File: src/rtl/alu_arbiter.sv
// Shares one external combinational ALU between two requesters (round-robin or fixed priority).
// Accept in cycle N gives a response in cycle N+2; one op in flight, held until the owner takes it.
module alu_arbiter #(
  parameter int XLEN = 32,
  parameter bit FAIR = 1'b1
) (
  input  logic              i_clk,
  input  logic              i_rst,
  input  logic [1:0]        i_req_valid,
  output logic [1:0]        o_req_ready,
  input  logic [11:0]       i_req_ctrl,
  input  logic [2*XLEN-1:0] i_req_op1,
  input  logic [2*XLEN-1:0] i_req_op2,
  output logic [1:0]        o_rsp_valid,
  input  logic [1:0]        i_rsp_ready,
  output logic [XLEN-1:0]   o_rsp_result,
  output logic              o_rsp_eq,
  output logic              o_rsp_slt,
  output logic [2:0]        o_alu_opsel,
  output logic              o_alu_sub,
  output logic              o_alu_unsigned,
  output logic              o_alu_arith,
  output logic [XLEN-1:0]   o_alu_op1,
  output logic [XLEN-1:0]   o_alu_op2,
  input  logic [XLEN-1:0]   i_alu_result,
  input  logic              i_alu_eq,
  input  logic              i_alu_slt
);

  typedef enum logic [1:0] {S_IDLE, S_EXEC, S_RESP} state_t;

  state_t            r_state;
  state_t            w_next;
  logic              r_prio;
  logic              r_owner;
  logic [5:0]        r_ctrl;
  logic [XLEN-1:0]   r_op1;
  logic [XLEN-1:0]   r_op2;
  logic [XLEN-1:0]   r_res;
  logic              r_eq;
  logic              r_slt;
  logic              w_accept;
  logic              w_sel;
  logic              w_rsp_hs;

  always_ff @(posedge i_clk) begin
    if (i_rst) r_state <= S_IDLE;
    else       r_state <= w_next;
  end

  always_comb begin
    w_next = r_state;
    case (r_state)
      S_IDLE:  if (w_accept) w_next = S_EXEC;
      S_EXEC:  w_next = S_RESP;
      S_RESP:  if (w_rsp_hs) w_next = S_IDLE;
      default: w_next = S_IDLE;
    endcase
  end

  // Grant is a function of the current valids only; the pointer breaks ties when both ask.
  always_comb begin
    o_req_ready = 2'b00;
    o_rsp_valid = 2'b00;
    case (r_state)
      S_IDLE: begin
        if (i_req_valid == 2'b11) o_req_ready = (FAIR && r_prio) ? 2'b10 : 2'b01;
        else                      o_req_ready = i_req_valid;
      end
      S_RESP:  o_rsp_valid = r_owner ? 2'b10 : 2'b01;
      default: ;
    endcase
  end

  assign w_accept = |o_req_ready;
  assign w_sel    = o_req_ready[1];
  assign w_rsp_hs = (r_state == S_RESP) && i_rsp_ready[r_owner];

  always_ff @(posedge i_clk) begin
    if (i_rst) begin
      r_prio  <= 1'b0;
      r_owner <= 1'b0;
      r_ctrl  <= '0;
      r_op1   <= '0;
      r_op2   <= '0;
      r_res   <= '0;
      r_eq    <= 1'b0;
      r_slt   <= 1'b0;
    end else begin
      if (w_accept) begin
        r_owner <= w_sel;
        r_ctrl  <= w_sel ? i_req_ctrl[11:6] : i_req_ctrl[5:0];
        r_op1   <= w_sel ? i_req_op1[2*XLEN-1:XLEN] : i_req_op1[XLEN-1:0];
        r_op2   <= w_sel ? i_req_op2[2*XLEN-1:XLEN] : i_req_op2[XLEN-1:0];
        if (FAIR) r_prio <= ~w_sel;
      end
      if (r_state == S_EXEC) begin
        r_res <= i_alu_result;
        r_eq  <= i_alu_eq;
        r_slt <= i_alu_slt;
      end
    end
  end

  assign o_alu_opsel    = r_ctrl[5:3];
  assign o_alu_sub      = r_ctrl[2];
  assign o_alu_unsigned = r_ctrl[1];
  assign o_alu_arith    = r_ctrl[0];
  assign o_alu_op1      = r_op1;
  assign o_alu_op2      = r_op2;
  assign o_rsp_result   = r_res;
  assign o_rsp_eq       = r_eq;
  assign o_rsp_slt      = r_slt;

endmodule

File: config.mk
export PLATFORM = sky130hd
export DESIGN_NAME = alu_arbiter
export DESIGN_NICKNAME = d
export VERILOG_FILES = /design/src/rtl/alu_arbiter.sv
export SDC_FILE = /design/constraint.sdc
export NUM_CORES = 1
export LEC_CHECK = 0
export CAP_MARGIN = 20
export CELL_PAD_IN_SITES_DETAIL_PLACEMENT = 1
export CELL_PAD_IN_SITES_GLOBAL_PLACEMENT = 1
export CORE_MARGIN = 8
export CORE_UTILIZATION = 24
export DETAILED_ROUTE_END_ITERATION = 6
export PLACE_DENSITY_LB_ADDON = 0.05
export SYNTH_ARGS = -nofsm -noshare
export SYNTH_HDL_FRONTEND = slang
export SYNTH_SLANG_ARGS = --single-unit
File: constraint.sdc
create_clock -name i_clk -period 1.3 [get_ports i_clk]
set_input_delay 0.13 -clock i_clk [delete_from_list [all_inputs] [get_ports i_clk]]
set_output_delay 0.13 -clock i_clk [all_outputs]
set_load 0.01 [all_outputs]
==> Yosys cells after proc, flatten, opt, wreduce, memory -nomap -nowiden <==
Cells that the tools add are included.
{ "word_totals": {"ff_bits": 108, "in_bits": 180} }
{ "op_classes": {"order_cmp": 1, "eq_ne": 5, "mux": 13, "n_bitwise": 1, "n_reduce_logical": 4} }
{ "op_table": {"columns": ["op", "count"], "rows": [
  ["$mux W32", 2],
  ["$mux W2", 7],
  ["$mux W6", 1],
  ["$pmux W2 S3", 1],
  ["$eq A2 B2 Y1 const B", 2],
  ["$ne A2 B2 Y1 const B", 2],
  ["$eq A2 B1 Y1 const B", 1],
  ["$logic_not A2 Y1", 1],
  ["$lt A1 B2 Y1 const B", 1],
  ["$mux W1", 2],
  ["$reduce_and A2 Y1", 1],
  ["$reduce_or A2 Y1", 1],
  ["$logic_and A1 B1 Y1", 1],
  ["$not A1 Y1", 1]
]} }

==> Longest topological paths before layout <==
{ "depth": {"depth_word": 6, "depth_mapped": 5, "ltp_nobuf": 3} }

==> Least setup slack after synthesis <==
Ideal clock, no wire load.
{ "synth_timing": {"path_type": "reg2reg", "start": "register r_state[1]", "end": "register r_op1[30] (netlist: o_alu_op1[30])", "arrival_time_ns": 1.088, "required_time_ns": 1.175, "slack_ns": 0.087, "stages_incl_launch_ff": 6, "path_cell_list": "dfxtp_1 -> or2_1 -> buf_6 -> clkbuf_2 -> o21ai_0 -> a31oi_1"} }
{ "synth_between": {"elab_chain_cells": 3, "word_cells_on_any_way": 4} }
{ "synth_lines": {"columns": ["item", "line", "source"], "rows": [
  ["start: declaration", "32", "state_t r_state;"],
  ["start signal: assignment", "48", "else r_state <= w_next;"],
  ["$logic_not A2 Y1 (*)", "65", "case (r_state)"],
  ["$mux W2 (*)", "65", null],
  ["$mux W32 or $reduce_or A2 Y1 (tied branches)", "93, 75", null],
  ["end signal: assignment", "93", "r_op1 <= w_sel ? i_req_op1[2*XLEN-1:XLEN] : i_req_op1[XLEN-1:0];"],
  ["end: declaration", "37", "logic [XLEN-1:0] r_op1;"]
]} }
Every way passes the cells marked *; elsewhere a longest branch is shown, timed or not.
A chain may end at the register's enable or synchronous reset.

==> Final worst setup path <==
{ "layout_timing": {"start": "register r_state[1]", "end": "register r_op2[21] (netlist: o_alu_op2[21])"} }
{ "layout_between": {"elab_chain_cells": 3, "word_cells_on_any_way": 4} }
{ "layout_lines": {"columns": ["item", "line", "source"], "rows": [
  ["$logic_not A2 Y1 (*)", "65", null],
  ["$mux W2 (*)", "65", null],
  ["$mux W32 or $reduce_or A2 Y1 (tied branches)", "94, 75", null],
  ["end signal: assignment", "94", "r_op2 <= w_sel ? i_req_op2[2*XLEN-1:XLEN] : i_req_op2[XLEN-1:0];"],
  ["end: declaration", "38", "logic [XLEN-1:0] r_op2;"]
]} }
Marks and branches as above.

==> impl_metrics.json <==
{
  "synthesis.nets": 757,
  "status": "finished, violations left",
  "place_congestion": 0.788,
  "synthCells": 577,
  "yosys.area.top_type": "dfxtp_1",
  "violations": "negative setup slack",
  "die_area_mm2": 0.0255,
  "whs_ps": 242,
  "rr_worst_depth": 6,
  "die_w_um": 160,
  "grt_util_all_layers": 0.184,
  "start_kind": "flip-flop",
  "drive_above_1_share": 0.148,
  "synth-edff-count": 0,
  "grt_pass1_vias": 6076,
  "final_util": 0.435,
  "routed_via_density": 4.97,
  "initial_core_util": 0.245,
  "yosysWarnings": 0,
  "setup_violations": 75,
  "ys_types": 27,
  "switchingPower_mw": 2.97,
  "antenna_found_initial": 2,
  "area_growth_pct": 77.5,
  "grt.overflow.total": 0,
  "cts_tree": "yes",
  "die_height_um": 160,
  "async_flop_share": 0,
  "io_buffers": 287,
  "yosys-top-cells-count": "nand3_1 (140), dfxtp_1 (108), a31oi_1 (70), nand2_1 (69), o21ai_0 (60)",
  "worst_pin_slew_ps": 376,
  "hold_depth": 3,
  "finalCriticalPeriod_ps": 1440,
  "p_int_mw": 6.55,
  "max_slew_margin": 0.749,
  "ys.flop_type": "dfxtp_1",
  "clock_latency_ps": 350,
  "final_cells": 1141,
  "seqPwrFrac": 0.393,
  "fin_crit_sh": 1.11,
  "path_clk_slew_ps": 80,
  "cts_hold_buf": 0,
  "yosysMostFrequentCell": "nand3_1",
  "leakagePower_nw": 3.50,
  "maxCapViolCount": 0,
  "cts_sinks": 108,
  "cts_buffers": 9,
  "finalMaxSlewViolations": 0,
  "avgSynthCellArea_um2": 8.60,
  "setup_ws_ps": -141,
  "dp_hpwl_um": 16300,
  "critPathMaxFanout": 7,
  "std_cell_rows": 52,
  "clk_path_buf_depth": 2,
  "p_sw_frac": 0.312,
  "clock_skew_ps": 4.00,
  "core_region_area_mm2": 0.0202,
  "p_clk_frac": 0.290,
  "hold_path_class": "input pin to flip-flop",
  "worstPathRequired_ps": 1580,
  "drtAntennaViolNets": 0,
  "max_freq_ghz": 0.694,
  "finalHoldViolCount": 0,
  "vias": 5670,
  "htreeDepth": 3,
  "grt_max_degree": 58,
  "place_inst": 1094,
  "rsz0062_at_grt": "yes",
  "crit_type": "flip-flop to flip-flop",
  "ir_worst_vdd_mv": 0.600,
  "syn_area_mm2": 0.00496,
  "grt_pass1_wl_um": 36900,
  "io_pins": 288,
  "routedWlPerCell_um": 22.8,
  "routed_wl_um": 26000,
  "final_nets": 1044,
  "drtIter0Drc": 241,
  "drt-pass1-iter-count": 4,
  "power_density_mw_per_mm2": 1080,
  "drc": 0,
  "arrival_ps": 1720,
  "fillers": 2326,
  "crit_path_end_kind": "flip-flop",
  "ys_ff_latch": 108,
  "yosysTopAreaCellShare": 0.436,
  "cts.root.buffer_cell": "clkbuf_16",
  "combPwrFrac": 0.317,
  "synth_area_leaders": "dfxtp_1 (44%), nand3_1 (14%), a31oi_1 (8.8%), clkbuf_8 (6.9%), o21ai_0 (6.1%)",
  "ys_seq_area_frac": 0.436
}
## cell families after synthesis
family	count (synthesis)	synth area share
simple gates	225	0.217
buf+inv	66	0.149
mux	1	0.00202
flops	108	0.436
compound gates	177	0.196
## power by group through the flow
stage	combinational [mW]	sequential, mW	clock [mW]
final	3.01	3.74	2.76
after global routing	3.22	3.78	2.98
after CTS	2.83	3.74	2.86
after detailed placement	2.56	3.83	0
after global placement	2.52	3.81	0
after floorplan	1.11	3.94	0
## registers in the layout (all words and copies together) (netlist names), 2 cells and up
name / count
r_ctrl: 6
r_state: 2
o_alu_op1: 32
o_alu_op2: 32
o_rsp_result: 32
## worst paths after layout
path	endpoint	startpoint	slack (ps)
worst min register to register	o_rsp_result[9]	o_rsp_result[9]	460
worst min-delay path	o_alu_op2[6]	i_rst	240
worst max-delay path	o_alu_op2[21]	r_state[1]	-140
worst max register to register	o_alu_op2[21]	r_state[1]	-140
## cell type report
type | instances | area (um^2) | share of cell area
antenna | 2 | 5.00 | 0.000568
clock buffer | 10 | 239 | 0.0271
clock inverter | 6 | 50.0 | 0.00568
multi-input combinational | 403 | 2310 | 0.262
sequential | 108 | 2170 | 0.246
tap | 270 | 338 | 0.0384
timing repair buffer | 342 | 3700 | 0.420
## what timing repair did
action,in CTS,in global routing
gates resized for setup,185,25
setup buffers,9,4
pin swaps,39,43
endpoints found under the setup margin,192,77
cloned,9,9
## worst max-delay path, stage by stage, from the launching register on
cell	delay (ps)
dfxtp_4	380
nor3b_4	230
buf_6	170
buf_12	150
buf_16	150
nand3_2	90
a31oi_2	190
## per-layer routing
layer / track usage / wire length, um / vias up / share of wire
met4: 0.0506 / 371 / 2 / 0.014
met5: 0 / 17 / - / 0.00065
met2: 0.319 / 12600 / 205 / 0.49
met3: 0.0542 / 2040 / 20 / 0.078
met1: 0.217 / 10900 / 2784 / 0.42
li1: - / - / 2659 / -
## stage by stage
step,instance area [um^2],power (mW),TNS (ps),setup slack (ps)
2_1_floorplan,4960,5.05,0,86.7
3_3_place_gp,7760,6.33,-24500,-458
3_5_place_dp,7760,6.38,-29110,-461
4_1_cts,8470,9.43,-6360,-149
5_1_grt,8800,9.97,-11120,-214
6_report,8800,9.52,-5890,-141
## layout by cell type (no fill, tap or decap), drive strengths merged
cell type / count
clkinvlp: 2
nor3b: 3
diode: 2
nor2: 1
buf: 52
and2b: 1
nand3: 140
clkdlybuf4s50: 178
o21ai: 70
clkbuf: 18
clkinv: 4
dlygate4sd2: 104
and2: 2
and3b: 1
nand3b: 1
a21oi: 37
or2: 1
nor3: 2
nand2b: 4
a31oi: 70
nand2: 69
dfxtp: 108
mux2i: 1
Note: power is estimated with default switching activity, not from simulation.
